<file path="config.mk">
export PLATFORM = sky130hd
export DESIGN_NAME = mult_div_unit_flat
export DESIGN_NICKNAME = d
export VERILOG_FILES = /design/src/rtl/mult_div_unit_if.sv /design/src/rtl/mult_div_unit.sv /design/src/flat_wrapper.sv
export SDC_FILE = /design/constraint.sdc
export NUM_CORES = 1
export LEC_CHECK = 0
export ABC_AREA = 1
export CORE_ASPECT_RATIO = 0.9
export CORE_MARGIN = 1.5
export CORE_UTILIZATION = 31
export DETAILED_ROUTE_END_ITERATION = 10
export PLACE_DENSITY = 0.53
export SYNTH_ARGS = -nofsm -noshare
export SYNTH_HDL_FRONTEND = slang
export SYNTH_SLANG_ARGS = --single-unit
</file>
<file path="constraint.sdc">
create_clock -name clk -period 5.5 [get_ports clk]
set_clock_uncertainty 0.2 [all_clocks]
set_input_delay 0.55 -clock clk [delete_from_list [all_inputs] [get_ports clk]]
set_output_delay 0.55 -clock clk [all_outputs]
set_load 0.02 [all_outputs]
</file>
<file path="src/rtl/mult_div_unit_if.sv">
// Operand/result bundle between the multiply/divide unit and its requester.
// The master drives the start controls and operands; the slave returns results and status.
interface mult_div_unit_if;
  logic        MultCtrl;
  logic        DivCtrl;
  logic [31:0] A;
  logic [31:0] B;
  logic [31:0] HI;
  logic [31:0] LO;
  logic        busy;
  logic        done;
  logic        DivZero;

  modport master (
    output MultCtrl, DivCtrl, A, B,
    input  HI, LO, busy, done, DivZero
  );

  modport slave (
    input  MultCtrl, DivCtrl, A, B,
    output HI, LO, busy, done, DivZero
  );
endinterface

</file>
<file path="src/rtl/mult_div_unit.sv">
// Iterative 32x32 signed multiply (radix-2 Booth) and signed divide (restoring on magnitudes).
// Each operation takes 32 iterations; results land in HI/LO as the unit enters DONE.
module mult_div_unit (
  input logic            clk,
  input logic            reset,
  mult_div_unit_if.slave bus
);
  typedef enum logic [1:0] {
    IDLE     = 2'd0,
    MULT_RUN = 2'd1,
    DIV_RUN  = 2'd2,
    DONE     = 2'd3
  } state_t;

  state_t      state, state_nxt;
  logic [4:0]  count;
  logic [32:0] acc;    // Booth accumulator, or partial remainder when dividing
  logic [32:0] opnd;   // sign-extended multiplicand, or zero-extended divisor magnitude
  logic [31:0] qreg;   // multiplier bits, or dividend bits shifting into quotient
  logic        q_1;
  logic        neg_q, neg_r, dz_flag;
  logic [31:0] hi_r, lo_r;
  logic        last_iter;
  logic [31:0] a_mag, b_mag;

  assign last_iter = (count == 5'd31);
  assign a_mag     = bus.A[31] ? (32'd0 - bus.A) : bus.A;
  assign b_mag     = bus.B[31] ? (32'd0 - bus.B) : bus.B;

  // One Booth step: add/subtract on {q0, q-1}, then arithmetic shift of {acc, qreg, q_1}.
  logic [32:0] booth_sum;
  logic [65:0] booth_shift;
  always_comb begin
    // NOTE: every always_comb output gets a default first so no path can infer a latch.
    booth_sum = acc;
    case ({qreg[0], q_1})
      2'b01:   booth_sum = acc + opnd;
      2'b10:   booth_sum = acc - opnd;
      default: booth_sum = acc;
    endcase
    booth_shift = {booth_sum[32], booth_sum, qreg};
  end

  // One restoring-division step on magnitudes.
  logic [32:0] div_shift, div_diff;
  logic        div_ge;
  logic [31:0] quo_nxt, rem_nxt;
  assign div_shift = {acc[31:0], qreg[31]};
  assign div_diff  = div_shift - opnd;
  assign div_ge    = ~div_diff[32];
  assign quo_nxt   = {qreg[30:0], div_ge};
  assign rem_nxt   = div_ge ? div_diff[31:0] : div_shift[31:0];

  always_ff @(posedge clk or posedge reset) begin
    if (reset) state <= IDLE;
    else       state <= state_nxt;
  end

  always_comb begin
    state_nxt   = state;
    bus.busy    = 1'b0;
    bus.done    = 1'b0;
    bus.DivZero = 1'b0;
    case (state)
      IDLE: begin
        if (bus.MultCtrl)     state_nxt = MULT_RUN;
        else if (bus.DivCtrl) state_nxt = (bus.B == 32'd0) ? DONE : DIV_RUN;
      end
      MULT_RUN, DIV_RUN: begin
        bus.busy = 1'b1;
        if (last_iter) state_nxt = DONE;
      end
      DONE: begin
        bus.done    = 1'b1;
        bus.DivZero = dz_flag;
        state_nxt   = IDLE;
      end
      default: state_nxt = IDLE;
    endcase
  end

  always_ff @(posedge clk or posedge reset) begin
    // NOTE: sequential state uses non-blocking assignments so all registers update together.
    if (reset) begin
      count   <= 5'd0;
      acc     <= 33'd0;
      opnd    <= 33'd0;
      qreg    <= 32'd0;
      q_1     <= 1'b0;
      neg_q   <= 1'b0;
      neg_r   <= 1'b0;
      dz_flag <= 1'b0;
      hi_r    <= 32'd0;
      lo_r    <= 32'd0;
    end else begin
      case (state)
        IDLE: begin
          count   <= 5'd0;
          dz_flag <= 1'b0;
          if (bus.MultCtrl) begin
            acc  <= 33'd0;
            opnd <= {bus.A[31], bus.A};
            qreg <= bus.B;
            q_1  <= 1'b0;
          end else if (bus.DivCtrl) begin
            if (bus.B == 32'd0) begin
              dz_flag <= 1'b1;
            end else begin
              acc   <= 33'd0;
              opnd  <= {1'b0, b_mag};
              qreg  <= a_mag;
              neg_q <= bus.A[31] ^ bus.B[31];
              neg_r <= bus.A[31];
            end
          end
        end
        MULT_RUN: begin
          acc   <= booth_shift[65:33];
          qreg  <= booth_shift[32:1];
          q_1   <= booth_shift[0];
          count <= count + 5'd1;
          if (last_iter) begin
            hi_r <= booth_shift[64:33];
            lo_r <= booth_shift[32:1];
          end
        end
        DIV_RUN: begin
          acc   <= div_ge ? div_diff : div_shift;
          qreg  <= quo_nxt;
          count <= count + 5'd1;
          if (last_iter) begin
            hi_r <= neg_r ? (32'd0 - rem_nxt) : rem_nxt;
            lo_r <= neg_q ? (32'd0 - quo_nxt) : quo_nxt;
          end
        end
        default: ;
      endcase
    end
  end

  assign bus.HI = hi_r;
  assign bus.LO = lo_r;
endmodule

</file>
<file path="src/flat_wrapper.sv">
// flat-port wrapper written by rule: the top's interface ports become plain ports
module mult_div_unit_flat 
  (clk, reset, bus_MultCtrl, bus_DivCtrl, bus_A, bus_B, bus_HI, bus_LO, bus_busy, bus_done, bus_DivZero);
  mult_div_unit_if bus_i ();
  input logic clk;
  input logic reset;
  input wire logic [$bits(bus_i.MultCtrl)-1:0] bus_MultCtrl;
  input wire logic [$bits(bus_i.DivCtrl)-1:0] bus_DivCtrl;
  input wire logic [$bits(bus_i.A)-1:0] bus_A;
  input wire logic [$bits(bus_i.B)-1:0] bus_B;
  output wire logic [$bits(bus_i.HI)-1:0] bus_HI;
  output wire logic [$bits(bus_i.LO)-1:0] bus_LO;
  output wire logic [$bits(bus_i.busy)-1:0] bus_busy;
  output wire logic [$bits(bus_i.done)-1:0] bus_done;
  output wire logic [$bits(bus_i.DivZero)-1:0] bus_DivZero;
  assign bus_i.MultCtrl = bus_MultCtrl;
  assign bus_i.DivCtrl = bus_DivCtrl;
  assign bus_i.A = bus_A;
  assign bus_i.B = bus_B;
  assign bus_HI = bus_i.HI;
  assign bus_LO = bus_i.LO;
  assign bus_busy = bus_i.busy;
  assign bus_done = bus_i.done;
  assign bus_DivZero = bus_i.DivZero;
  mult_div_unit u_core (.clk(clk), .reset(reset), .bus(bus_i));
endmodule
</file>
After elaboration in Yosys (flattened, before gate mapping)
Index checks and enable logic that the tools add are counted.
W data, S select, Z words.
- bits in registers: 173
- bits in latches: 0
- memory bits (writable): 0
- bits in read-only memories: 0
- input port bits: 68
- output and inout bits: 67
- logic and storage cells: 88
- memories kept: 0
- add/subtract/negate cells: 8
- multiply operators: 0
- divide/modulo/power cells: 0
- order comparisons: 0
- equal/unequal tests: 13
- shift operators: 0
- muxes and demuxes: 38
- bitwise operators: 4
- reductions and logical operators: 14
- operator list (kind ; count):
    $mux W32 ; 12
    $mux W33 ; 7
    $pmux W32 S2 ; 2
    $sub A1 B32 Y32 const A ; 4
    $pmux W33 S3 ; 1
    $pmux W32 S3 ; 1
    $pmux W33 S2 ; 1
    $sub A33 B33 Y33 ; 2
    $add A33 B33 Y33 ; 1
    $logic_not A32 Y1 ; 1
    $pmux W5 S2 ; 1
    $reduce_and A3 Y1 ; 3
    $mux W1 ; 8
    $reduce_bool A2 Y1 ; 4
    $eq A2 B2 Y1 const B ; 3
    $mux W2 ; 3
    $ne A2 B1 Y1 const B ; 3
    $ne A3 B3 Y1 const B ; 2
    $pmux W2 S3 ; 1
    $add A5 B1 Y5 const B ; 1
    $eq A5 B5 Y1 const B ; 1
    $eq A2 B1 Y1 const B ; 2
    $ne A2 B2 Y1 const B ; 2
    $reduce_and A2 Y1 ; 2
    other kinds (7) ; 9

Logic depth before layout (Yosys ltp)
- depth in word-level cells: 6
- gate-level depth with buffers: 31
- gate-level depth less buffers: 30

Worst setup path after synthesis
No wires, ideal clock.
- path type: reg2reg
- from: register u_core.qreg[31]
- to: register u_core.lo_r[30], in the netlist u_core.bus.LO[30]
- setup time: 0.120 ns
- arrival time: 3.755 ns
- required time: 5.180 ns
- setup slack: 1.426 ns
- stages on the path, launching flop included: 31
- buffers on the path: 1
- period minus slack after synthesis: 4.074 ns
- path through: dfrtp_1 -> inv_1 -> ha_1 -> fa_1 -> inv_1 -> nand2_1 -> nand2_1 -> nand3_1 -> nand2_2 -> nand2_2 -> nand2_4 -> nand2_4 -> nand2_4 -> nand2_2 -> nand2_4 -> buf_6 -> ha_1 -> inv_1 -> nor3_1 -> inv_1 -> nor2_1 -> nand3_1 -> nor2_1 -> nand4_1 -> nand3b_1 -> nor2_1 -> nand4_1 -> nand3_1 -> o2111ai_1 -> o21ai_0 -> inv_1
- longest elaborated chain between the ends: 6
- elaborated cells between the ends (all ways): 7
- classes of those cells: 2 x add/sub; 4 x mux; 1 x bitwise
- RTL lines (item ; line ; text):
    from (decl) ; mult_div_unit.sv:19 ; logic [31:0] qreg;
    from (signal assigned) ; mult_div_unit.sv:103 ; qreg <= bus.B;
    from (signal assigned) ; mult_div_unit.sv:111 ; qreg <= a_mag;
    from (signal assigned) ; mult_div_unit.sv:119 ; qreg <= booth_shift[32:1];
    $sub A33 B33 Y33 ; mult_div_unit.sv:49 ; assign div_diff = div_shift - opnd;
    $not A1 Y1 ; mult_div_unit.sv:50 ; assign div_ge = ~div_diff[32];
    $sub A1 B32 Y32 ; mult_div_unit.sv:133 ; lo_r <= neg_q ? (32'd0 - quo_nxt) : quo_nxt;
    $mux W32 ; mult_div_unit.sv:133 ;
    $mux W32 ; mult_div_unit.sv:131 ; if (last_iter) begin
    $pmux W32 S2 (*) ; mult_div_unit.sv:96 ; case (state)
    to (signal assigned) ; mult_div_unit.sv:124 ; lo_r <= booth_shift[32:1];
    to (signal assigned) ; mult_div_unit.sv:133 ;
    to (decl) ; mult_div_unit.sv:22 ; logic [31:0] hi_r, lo_r;
Mark *: on every way between the ends. The rest lies on a longest branch, timed or not. The select of a mux whose other input is x is not followed.
A chain may end at the register's enable or synchronous reset.

Worst setup path in the final report
Same ends and word-level chain as after synthesis.

==> flow_summary.toml <==
[timing]
hold_violations = 0
fmax_mhz = 198
finalSetupViolCount = 0
timing_worst_slew_pin_value_ns = 1.05
finalCritPeriodShare = 0.919
slew_viol_final = 0
fin_tns_setup_ns = 0
max_slew_margin = 0.297
period_minus_slack_ns = 5.05
rsz0062_at_grt = "false"

[logic_synthesis]
synth.yosys.seq_area_share = 0.241
complex_gate_fraction_of_the_synthesized_area = 0.194
post_synth_fa_ha_maj_area_fraction = 0.0559
yosys-mux-area-fraction = 0.00111
yosys_warnings = 0
netlist_instances = 2934
synth_simple_gate_area_frac = 0.352
synth_top_family_by_area = "simple AND/OR/NAND/NOR gates"
avgSynthCellArea_sq_um = 6.12
yosys_register_bits = 173
synth.cell_area_sq_mm = 0.0180
mappedNetlistNets = 3081
synth_xor_xnor_area_share = 0.0458
synth.distinct_cells = 60

[cells_and_area]
finalNetCount = 3160
syn2layout_area_growth_pct = 15.1
final_util = 0.362
n_antenna_cell = 0
drive_gt1_frac = 0.0519

[setup_path]
path_max_fanout = 7
cp-end-kind = "flip-flop"
timing.critical_path.max_delay_family = "simple AND/OR/NAND/NOR gates"
crit_slowest_cell = "fa_1"
cp_data_required_time_ns = 5.68
critical_path.startpoint_type = "flip-flop"
cp_common_cell = "inv_1"
worst_ep_arrival_time_ns = 5.24
worstSetupPathType = "reg -> reg"
timing.critical_path.buf_inv = 5
cpPeakStageDelay_ns = 0.46

[routing]
detail_route.drc_violations = 0
avgViaCountPerCell = 5.36
1st_iter_drt_viols = 1912
firstDrtPassIters = 6
num_vias = 20300
routed_wire_length_per_instance_um = 20.7
detail-route-antenna-nets = 0
detail_route.wirelength_um = 78600

[clocking]
clock_tree.buffer_depth = 2
clkSinkCount = 173
clock_edge_transition_at_the_registers_on_the_reported_setup_and_hold_paths_ns = 0.07
clock_tree.htree_level_count = 4
cts_post_setup_buffers_inserted = 0
clock_latency_ns = 0.50
tritoncts_clock_tree = "yes"
ctsHoldBuffers = 0
post_cts_resized = 0
clockRootBuffer = "clkbuf_16"
numCtsBuffers = 17

[floorplanning]
chipHeight_um = 231
floorplan.die.width_um = 257
initial_utilization = 0.314
dieArea_sq_mm = 0.0594
floorplan.rows = 83
top_level_ports = 135
core_sq_mm = 0.0571

[worst_hold_path]
hold_path.class = "reg -> reg"

[global_route]
grt_remaining_overflow = 0
largest_net_degree_at_the_start_of_global_routing = 95
number_of_antenna_violations_at_the_first_check_in_global_routing = 1
grt.total_usage = 0.263
vias_in_the_first_global_route = 18500
grt_pass1_wl_um = 118000

[placed_design]
gp_congestion = 0.978
placement.io_buffers = 134
dp_hpwl_um = 62500

[run_status]
run_status = "finished clean"

[flow_run]
max_cap_viol_count = 0
[worst paths after layout]
path / start / to / slack (ns) / cells after the start
max: u_core.qreg[31]$_DFFE_PP0P_ / u_core.bus.LO[30]$_DFFE_PP0P_ / 0.45 / 29
min: u_core.bus.LO[10]$_DFFE_PP0P_ / u_core.bus.LO[10]$_DFFE_PP0P_ / 0.28 / 2
max reg2reg: u_core.qreg[31]$_DFFE_PP0P_ / u_core.bus.LO[30]$_DFFE_PP0P_ / 0.45 / 29
min reg2reg: u_core.bus.LO[10]$_DFFE_PP0P_ / u_core.bus.LO[10]$_DFFE_PP0P_ / 0.28 / 2
max in group asynchronous: reset / u_core.acc[30]$_DFFE_PP0P_ / 3.63 / 3
min in group asynchronous: reset / u_core.bus.LO[15]$_DFFE_PP0P_ / 0.38 / 2
[worst register-to-register path, delay by kind of cell (launching register included)]
| family | cells | cell delay (ns) |
|---|---|---|
| flip-flops | 1 | 0.39 |
| adder cells (fa/ha/maj) | 3 | 0.94 |
| buffers and inverters | 5 | 0.54 |
| AND/OR/NAND/NOR | 19 | 2.63 |
| AO/OA/AOI/OAI | 2 | 0.24 |
[kinds of logic (layout without fill, tap and decap cells)]
logic type,Yosys count,count (layout)
and+or+nand+nor,1492,1492
AOI/OAI and AO/OA,588,588
adders and majority gates,79,79
DFF,173,173
buffers and inverters,506,598
xor gates and xnor gates,94,94
muxes,2,2
[final cells by class]
type	instances	area (sq um)
Clock buffer	21	450
Clock inverter	11	131
Fill cell	6337	36500
Inverter	399	1500
Multi-Input combinational cell	2255	11700
Sequential cell	173	4330
Tap cell	765	957
Timing Repair Buffer	167	1620
[flip-flops by register name (all words and copies together) (netlist names), 2 cells and up]
name,cells
u_core.state,2
u_core.bus.LO,32
u_core.qreg,32
u_core.acc,33
u_core.count,5
u_core.bus.HI,32
u_core.opnd,33
[synth_stat cells (all sizes together)]
library cell / number / area (sq um)
a21boi: 2 / 15.0
o41ai: 1 / 8.76
o21ai: 230 / 1160
clkbuf: 78 / 293
xnor2: 17 / 149
a32oi: 1 / 8.76
and3: 2 / 12.5
nand2: 917 / 3560
nor4: 11 / 68.8
a211oi: 1 / 7.51
nor2: 281 / 1130
o311ai: 4 / 35.0
dfrtp: 173 / 4330
clkinv: 1 / 3.75
and2: 3 / 18.8
ha: 77 / 963
nand3b: 10 / 78.8
a21oi: 144 / 747
o31ai: 9 / 67.6
a22oi: 10 / 75.1
inv: 398 / 1490
a31oi: 27 / 169
buf: 29 / 179
o2111ai: 5 / 43.8
a22o: 6 / 52.6
o211ai: 76 / 571
a21o: 6 / 45.0
mux2i: 2 / 20.0
o221ai: 18 / 158
fa: 2 / 40.0
xor2: 77 / 674
o22a: 1 / 8.76
o32ai: 1 / 8.76
nor3: 44 / 230
or3: 1 / 6.26
o21bai: 7 / 52.6
nand4: 33 / 206
or2: 18 / 113
o21a: 4 / 30.0
nand3: 172 / 896
o22ai: 34 / 213
a41oi: 1 / 8.76
[metal layers]
metal  part of all wire  GRT usage  vias to the layer above
li1                   -          -                     9775
met1               0.51      0.414                     9638
met2               0.39      0.355                      848
met3              0.086     0.0535                       63
met4              0.016     0.0586                        0
met5                  0          0                        -
[through the flow]
stage | cells | worst slack [ns] | cell area [sq um] | hold WS, ns
finish | 3791 | 0.445 | 20700 | 0.280
global route | 3791 | 0.00290 | 20700 | 0.299
CTS | 3791 | 0.556 | 20700 | 0.284
detailed placement | 3759 | 0.594 | 20100 | 0.265
global placement | 3759 | 0.711 | 20100 | 0.269
floorplan | 2934 | 0.0615 | 18000 | 0.253
[placed cells by master, fill, tap and decap left out, types with 16 or more instances in the layout]
cell type / count
nand2_1: 891
inv_1: 383
nor2_1: 261
o21ai_0: 224
dfrtp_1: 173
nand3_1: 168
a21oi_1: 139
clkdlybuf4s50_1: 133
xor2_1: 77
o211ai_1: 76
ha_1: 76
nor3_1: 42
o22ai_1: 34
nand4_1: 33
buf_4: 30
a31oi_1: 27
o221ai_1: 18
or2_2: 18
xnor2_1: 17
clkbuf_16: 17
nand2_2: 16
Power is left out: the tool's default activity adds up to more than one toggle a clock period on the data nets, which glitch-free logic cannot reach.
